$ cat src/rtl/microsequencer_stack.sv
// Next-microaddress sequencer: condition select, incrementer, return stack and
// hardware loop counter feeding the microstore address.
module microsequencer_stack #(
   parameter int unsigned AW         = 7,
   parameter int unsigned NCOND      = 4,
   parameter int unsigned DEPTH      = 4,
   parameter int unsigned CW         = 8,
   parameter int unsigned RESET_ADDR = 0
) (
   input  logic                         clk,
   input  logic                         reset,
   input  logic [2:0]                   seq_op,
   input  logic [$clog2(NCOND)-1:0]     cond_sel,
   input  logic                         inv,
   input  logic [NCOND-1:0]             cond_in,
   input  logic [AW-1:0]                target,
   input  logic [CW-1:0]                cnt_in,
   input  logic [AW-1:0]                decode_addr,
   output logic [AW-1:0]                next_addr,
   output logic [AW-1:0]                uaddr,
   output logic [$clog2(DEPTH+1)-1:0]   sp,
   output logic [CW-1:0]                loop_cnt,
   output logic                         stk_ovf,
   output logic                         stk_unf
);

   localparam int unsigned CSW = $clog2(NCOND);
   localparam int unsigned SPW = $clog2(DEPTH+1);

   typedef enum logic [2:0] {
      OP_CONT     = 3'd0,
      OP_JMP      = 3'd1,
      OP_CJMP     = 3'd2,
      OP_DISPATCH = 3'd3,
      OP_CALL     = 3'd4,
      OP_RET      = 3'd5,
      OP_LDCNT    = 3'd6,
      OP_LOOP     = 3'd7
   } seq_op_t;

   seq_op_t         op;
   logic [AW-1:0]   stack [DEPTH];
   logic [AW-1:0]   inc;
   logic [AW-1:0]   top;
   logic            sel_bit;
   logic            c;
   logic            full;
   logic            empty;
   logic            push;
   logic            pop;
   logic            set_ovf;
   logic            set_unf;
   logic            ld_cnt;
   logic            dec_cnt;

   assign op    = seq_op_t'(seq_op);
   assign inc   = uaddr + AW'(1);
   assign full  = (sp == SPW'(DEPTH));
   assign empty = (sp == '0);

   // Selector values at or beyond NCOND match no input and leave the bit at 0.
   always_comb begin
      sel_bit = 1'b0;
      for (int unsigned i = 0; i < NCOND; i++)
         if (cond_sel == CSW'(i)) sel_bit = cond_in[i];
   end

   assign c = sel_bit ^ inv;

   always_comb begin
      top = '0;
      for (int unsigned i = 0; i < DEPTH; i++)
         if (sp == SPW'(i + 1)) top = stack[i];
   end

   always_comb begin
      next_addr = inc;
      push      = 1'b0;
      pop       = 1'b0;
      set_ovf   = 1'b0;
      set_unf   = 1'b0;
      ld_cnt    = 1'b0;
      dec_cnt   = 1'b0;
      unique case (op)
         OP_CONT:     next_addr = inc;
         OP_JMP:      next_addr = target;
         OP_CJMP:     next_addr = c ? target : inc;
         OP_DISPATCH: next_addr = decode_addr;
         OP_CALL: begin
            if (c && !full) begin
               push      = 1'b1;
               next_addr = target;
            end else if (c) begin
               set_ovf = 1'b1;
            end
         end
         OP_RET: begin
            if (!empty) begin
               pop       = 1'b1;
               next_addr = top;
            end else begin
               set_unf = 1'b1;
            end
         end
         OP_LDCNT:    ld_cnt = 1'b1;
         OP_LOOP: begin
            if (loop_cnt != '0) begin
               dec_cnt   = 1'b1;
               next_addr = target;
            end
         end
         default:     next_addr = inc;
      endcase
      if (reset) next_addr = AW'(RESET_ADDR);
   end

   always_ff @(posedge clk or posedge reset) begin
      if (reset) begin
         uaddr    <= AW'(RESET_ADDR);
         sp       <= '0;
         loop_cnt <= '0;
         stk_ovf  <= 1'b0;
         stk_unf  <= 1'b0;
      end else begin
         uaddr <= next_addr;
         if (push)
            sp <= sp + SPW'(1);
         else if (pop)
            sp <= sp - SPW'(1);
         if (ld_cnt)
            loop_cnt <= cnt_in;
         else if (dec_cnt)
            loop_cnt <= loop_cnt - CW'(1);
         if (set_ovf) stk_ovf <= 1'b1;
         if (set_unf) stk_unf <= 1'b1;
      end
   end

   // Stack storage needs no reset: only entries below sp are ever read.
   always_ff @(posedge clk) begin
      for (int unsigned i = 0; i < DEPTH; i++)
         if (push && sp == SPW'(i)) stack[i] <= inc;
   end

endmodule

$ cat config.mk
export PLATFORM = sky130hd
export DESIGN_NAME = microsequencer_stack
export DESIGN_NICKNAME = d
export VERILOG_FILES = /design/src/rtl/microsequencer_stack.sv
export SDC_FILE = /design/constraint.sdc
export NUM_CORES = 1
export LEC_CHECK = 0
export BUFFER_PORTS_ARGS = -buffer_cell sky130_fd_sc_hd__buf_2
export CAP_MARGIN = 25
export CORE_MARGIN = 10
export CORE_UTILIZATION = 40
export CTS_CLUSTER_SIZE = 20
export DETAILED_ROUTE_END_ITERATION = 8
export PLACE_DENSITY = 0.71
export SYNTH_ARGS = -nofsm -noshare
export SYNTH_HDL_FRONTEND = slang
export SYNTH_SLANG_ARGS = --single-unit
export TNS_END_PERCENT = 30
$ cat constraint.sdc
create_clock -name clk -period 2.2 [get_ports clk]
set_clock_uncertainty 0.05 [all_clocks]
set_input_delay 0.22 -clock clk [delete_from_list [all_inputs] [get_ports clk]]
set_output_delay 0.22 -clock clk [all_outputs]
set_load 0.005 [all_outputs]
After elaboration in Yosys (flattened, before gate mapping). Memory sizes are Yosys's and may differ from the RTL's. Cells that the tools add are included.

Bitwise logic cells: 1. $add $sub $neg: 4. Eq/ne operators: 14. Reductions and logical operators: 14. Muxes and demuxes: 47.

Operators by type and width (count): 2-to-1 mux 7 bit (12); case mux 7 bit (6 select lines) (1); 2-to-1 mux 1 bit (27); OR reduction 7 bit (3); 2-to-1 mux 8 bit (2); == test 3 bit, second input constant (5); == test 3 x 2 -> 1 bit, second input constant (4); nonzero test 8 bit (1); subtractor 8 x 1 -> 8 bit, second input constant (1); adder 7 x 1 -> 7 bit, second input constant (1); == test 3 x 1 -> 1 bit, second input constant (2); 2-to-1 mux 2 bit (3); 2-to-1 mux 3 bit (2); logical AND 1 bit (5); == test 2 bit, second input constant (2); nonzero test 2 bit (2); adder 3 x 1 -> 3 bit, second input constant (1); zero test 3 bit (1); subtractor 3 x 1 -> 3 bit, second input constant (1); == test 2 x 1 -> 1 bit, second input constant (1); zero test 2 bit (1); zero test 1 bit (1); bitwise XOR 1 bit (1).

Memories kept: 1. Flip-flop bits (word level): 20. Logic and storage cells: 86. RAM bits: 28.

Memories: stack (depth 4, bits a word 7, read ports 4, clocked after memory_dff 0, wr ports 1, line 42) `logic [AW-1:0] stack [DEPTH];`.

Depth between registers and ports, before layout.
Word-level depth: 16. Depth in mapped cells: 9. Gate-level depth less buffers: 7.

Worst setup path after synthesis. OpenSTA, ideal clock, no wires.

Kind: reg2reg. Start: register sp[0]. End: memory stack[0][0], enable pin. Required time: 1790 ps. Setup slack: -173 ps. Clock period less this slack: 2373 ps. Setup time: 360 ps. Cell stages (with the launch flop): 7. Data arrival time: 1963 ps. Cell sequence: dfrtp_1 inv_1 ha_1 and2_1 clkbuf_1 or4_4 nor2_1.

Cells in the longest elaborated chain, start to end: 12.

RTL lines: from (decl) (line 21) `output logic [$clog2(DEPTH+1)-1:0] sp,`; from (signal assigned) (line 127) `sp <= sp + SPW'(1);`; from (signal assigned) (line 129) `sp <= sp - SPW'(1);`; == test 3 bit (line 58) `assign full = (sp == SPW'(DEPTH));`; zero test 1 bit (line 90) `if (c && !full) begin`; logical AND 1 bit (line 90); 2-to-1 mux 1 bit (line 90); 2-to-1 mux 1 bit (line 84) `unique case (op)`; logical AND 1 bit (line 142) `if (push && sp == SPW'(i)) stack[i] <= inc;`; 2-to-1 mux 1 bit (line 142); 2-to-1 mux 1 bit (implied by the code) (line 142); OR reduction 7 bit (no line); 2-to-1 mux 2 bit (no line) / 2-to-1 mux 1 bit (equally long branches) (3 in a row); to (decl) (line 42).

Parallel ways exist; a longest one is shown, timed or not.

Worst setup path in the final report.
Start: register sp[0]. End: output port next_addr[4].

Cells in the longest elaborated chain, start to end: 8.

RTL lines: == test 3 x 1 -> 1 bit (line 73) `if (sp == SPW'(i + 1)) top = stack[i];`; 2-to-1 mux 7 bit (4 in a row) (line 73); 2-to-1 mux 7 bit (line 98) `if (!empty) begin`; case mux 7 bit (6 select lines) * (line 84); 2-to-1 mux 7 bit * (line 114) `if (reset) next_addr = AW'(RESET_ADDR);`; to (decl) (line 19) `output logic [AW-1:0] next_addr,`.

Mark *: on every way between the ends. The rest lies on a longest branch, timed or not.

==> flow_metrics.env <==
export IMPL_r2r_end="stack[1][3]"
export IMPL_synth_avg_cell_area_um2=10.7
export IMPL_cp_arrival_ns=2.40
export IMPL_area_delta_synth_final_pct=39.9
export IMPL_clockBufferDepth=2
export IMPL_ir_worst_vdd_mv=0.445
export IMPL_yosys_most_used_dff="edfxtp_1"
export IMPL_wl_per_cell_um=17.6
export IMPL_viasPerCell=5.37
export IMPL_grt_pass1_vias=2663
export IMPL_relSlewSlack=0.656
export IMPL_synth_cells=261
export IMPL_post_route_period_util=1.21
export IMPL_dp_cells=460
export IMPL_start_util=0.410
export IMPL_cts_tree="done"
export IMPL_dp_hpwl_um=6440
export IMPL_die_y_um=103
export IMPL_cts_num_sinks=48
export IMPL_ff2ff_path_depth=7
export IMPL_synth_seq_cells=48
export IMPL_power_leakage_uw=0.00165
export IMPL_die_area_mm2=0.0107
export IMPL_routed_wl_um=8340
export IMPL_crit_fanout=4
export IMPL_crit_required_ns=1.93
export IMPL_maxSlewViolCount=0
export IMPL_ys_warn_count=0
export IMPL_hold_path_class="in -> reg"
export IMPL_first_pass_iters=5
export IMPL_diodes=0
export IMPL_die_x_um=103
export IMPL_reg2reg_from="sp[1]"
export IMPL_clkSlewWorstSetupHoldPaths_ns=0.09
export IMPL_powerDensity_mw_per_mm2=919
export IMPL_core_area_mm2=0.00679
export IMPL_hold_end="loop_cnt[1]"
export IMPL_setup_ws_ns=-0.468
export IMPL_maxCapViolCount=0
export IMPL_grt_overflow=0
export IMPL_antenna_found_initial=0
export IMPL_rsz0062_at_grt="yes"
export IMPL_hp_start="cnt_in[1]"
export IMPL_fin_cells=474
export IMPL_fp_row_count=30
export IMPL_drc_errors=0
export IMPL_grt_pass1_wl_um=12900
export IMPL_period_minus_slack_ns=2.67
export IMPL_grtUsageTotal=0.155
export IMPL_cts_root_buf="clkbuf_8"
export IMPL_final_cell_mix="buf_2 (60), buf_4 (57), edfxtp_1 (28)"
export IMPL_synth_cell_types=60
export IMPL_worstMarginPinSlew_ns=0.515
export IMPL_ioPinCount=61
export IMPL_seq_area_frac_synth=0.481
export IMPL_vias=2545
export IMPL_hold_viol_final=0
export IMPL_port_buffers=60
export IMPL_end_kind="output pin"
export IMPL_violations="negative setup slack"
export IMPL_finalSetupViolCount=28
export IMPL_r2r_slack_ns=-0.07
export IMPL_drive_gt1_frac=0.437
export IMPL_fin_setup_tns_ns=-3.54
export IMPL_clk_insertion_delay_late_ns=0.30
export IMPL_gp_congestion=0.858
export IMPL_mostFrequentLayoutCell="buf_2"
export IMPL_cts_made_buffers=5
export IMPL_synth_async_reset_ratio=0.417
export IMPL_synth_area_mm2=0.00279
export IMPL_ant_nets=0
export IMPL_hold_depth=2
export IMPL_drtIter0Drc=128
export IMPL_fmax_mhz=375
export IMPL_synthesis_nets=303
export IMPL_path_class="reg -> out"
export IMPL_synth_edf_count=28
export IMPL_htreeDepth=2
export IMPL_grt_max_degree=17
export IMPL_final_nets=419
export IMPL_startpoint_type="flip-flop"
export IMPL_status="complete, but fails checks"
## worst max path at each step
stage           from           end  slack, ns  depth (start not counted)
5_1_grt        sp[1]  next_addr[6]      -0.55                          9
4_1_cts        sp[0]  next_addr[4]      -0.49                          9
3_5_place_dp   sp[0]  next_addr[6]      -0.31                          8
3_3_place_gp   sp[0]  next_addr[6]      -0.16                          8
6_report       sp[0]  next_addr[4]      -0.47                          9
2_1_floorplan  sp[2]  next_addr[4]      -0.03                          9
## power breakdown
part,switching (uW),internal (uW)
clock network,311,343
logic,842,884
registers,108,1100
## cells in the mapped netlist (all sizes together), types with 6 or more instances
cell | n | area, um^2
o21ai | 10 | 53.8
nor2 | 16 | 60.1
edfxtp | 28 | 841
dfrtp | 20 | 500
o211ai | 6 | 45.0
nand3b | 7 | 52.6
ha | 8 | 100
inv | 12 | 45.0
xnor2 | 9 | 78.8
buf | 7 | 36.3
nand2 | 21 | 78.8
a21oi | 16 | 83.8
clkbuf | 6 | 22.5
nand3 | 7 | 35.0
and3 | 7 | 43.8
a211o | 6 | 52.6
## sequential cells by signal, indices dropped and copies added, names as in the netlist
signal    cells
loop_cnt      8
sp            3
stack        28
uaddr         7
stk_unf       1
stk_ovf       1
## cell families (layout without fill, tap and decap cells)
group	Yosys count	after routing	share of synthesized area
buffers and inverters	25	142	0.0373
multiplexers	5	5	0.0238
AND/OR/NAND/NOR	85	85	0.178
XOR/XNOR	14	14	0.0440
flip-flops	48	48	0.481
adder cells (fa/ha/maj)	8	8	0.0359
AO/OA/AOI/OAI	76	76	0.200
## per-stage QoR
stage | power [uW] | utilization | setup WS (ns) | area (um^2) | hold slack [ns]
floorplan | 1950 | - | -0.0318 | 2800 | 0.321
global placement | 2680 | 0.528 | -0.155 | 3590 | 0.275
detailed placement | 2720 | 0.528 | -0.306 | 3590 | 0.284
CTS | 3510 | 0.561 | -0.486 | 3810 | 0.0866
global route | 3800 | 0.574 | -0.547 | 3900 | 0.0930
finish | 3580 | 0.574 | -0.468 | 3900 | 0.0940
## final cells by class
cell class              instances  area (um^2)
clock buffers                   5         68.8
flip-flops and latches         48         1340
repair buffers                122          792
inverters                      12         45.0
clock inverters                 3         47.5
multi-input cells             188         1480
well taps                      96          120
fillers                       568         2900
## worst max-delay path, cell delays in order (launching register included)
cell      delay, ns
dfrtp_2        0.46
buf_6          0.14
ha_4           0.15
nor4b_4        0.13
buf_4          0.15
a221o_1        0.36
a22o_1         0.23
a311oi_1       0.20
o21ai_1        0.13
buf_2          0.14
## layer usage
metal  track usage  share of wire  vias to the layer above
met5             0              0                        -
met3        0.0346          0.052                       10
met1         0.181           0.41                     1220
met4        0.0481          0.016                        0
li1              -              -                     1228
met2         0.275           0.53                       87
## repair_timing
item / CTS / global route
gates resized for setup: 18 / 13
buffers inserted: 1 / 4
pin swaps: 10 / 9
hold buffers: 1 / 0
endpoints found under the hold margin: 5 / 0
setup endpoints to repair: 32 / 37
No activity file was read; power rests on OpenSTA's default activity.
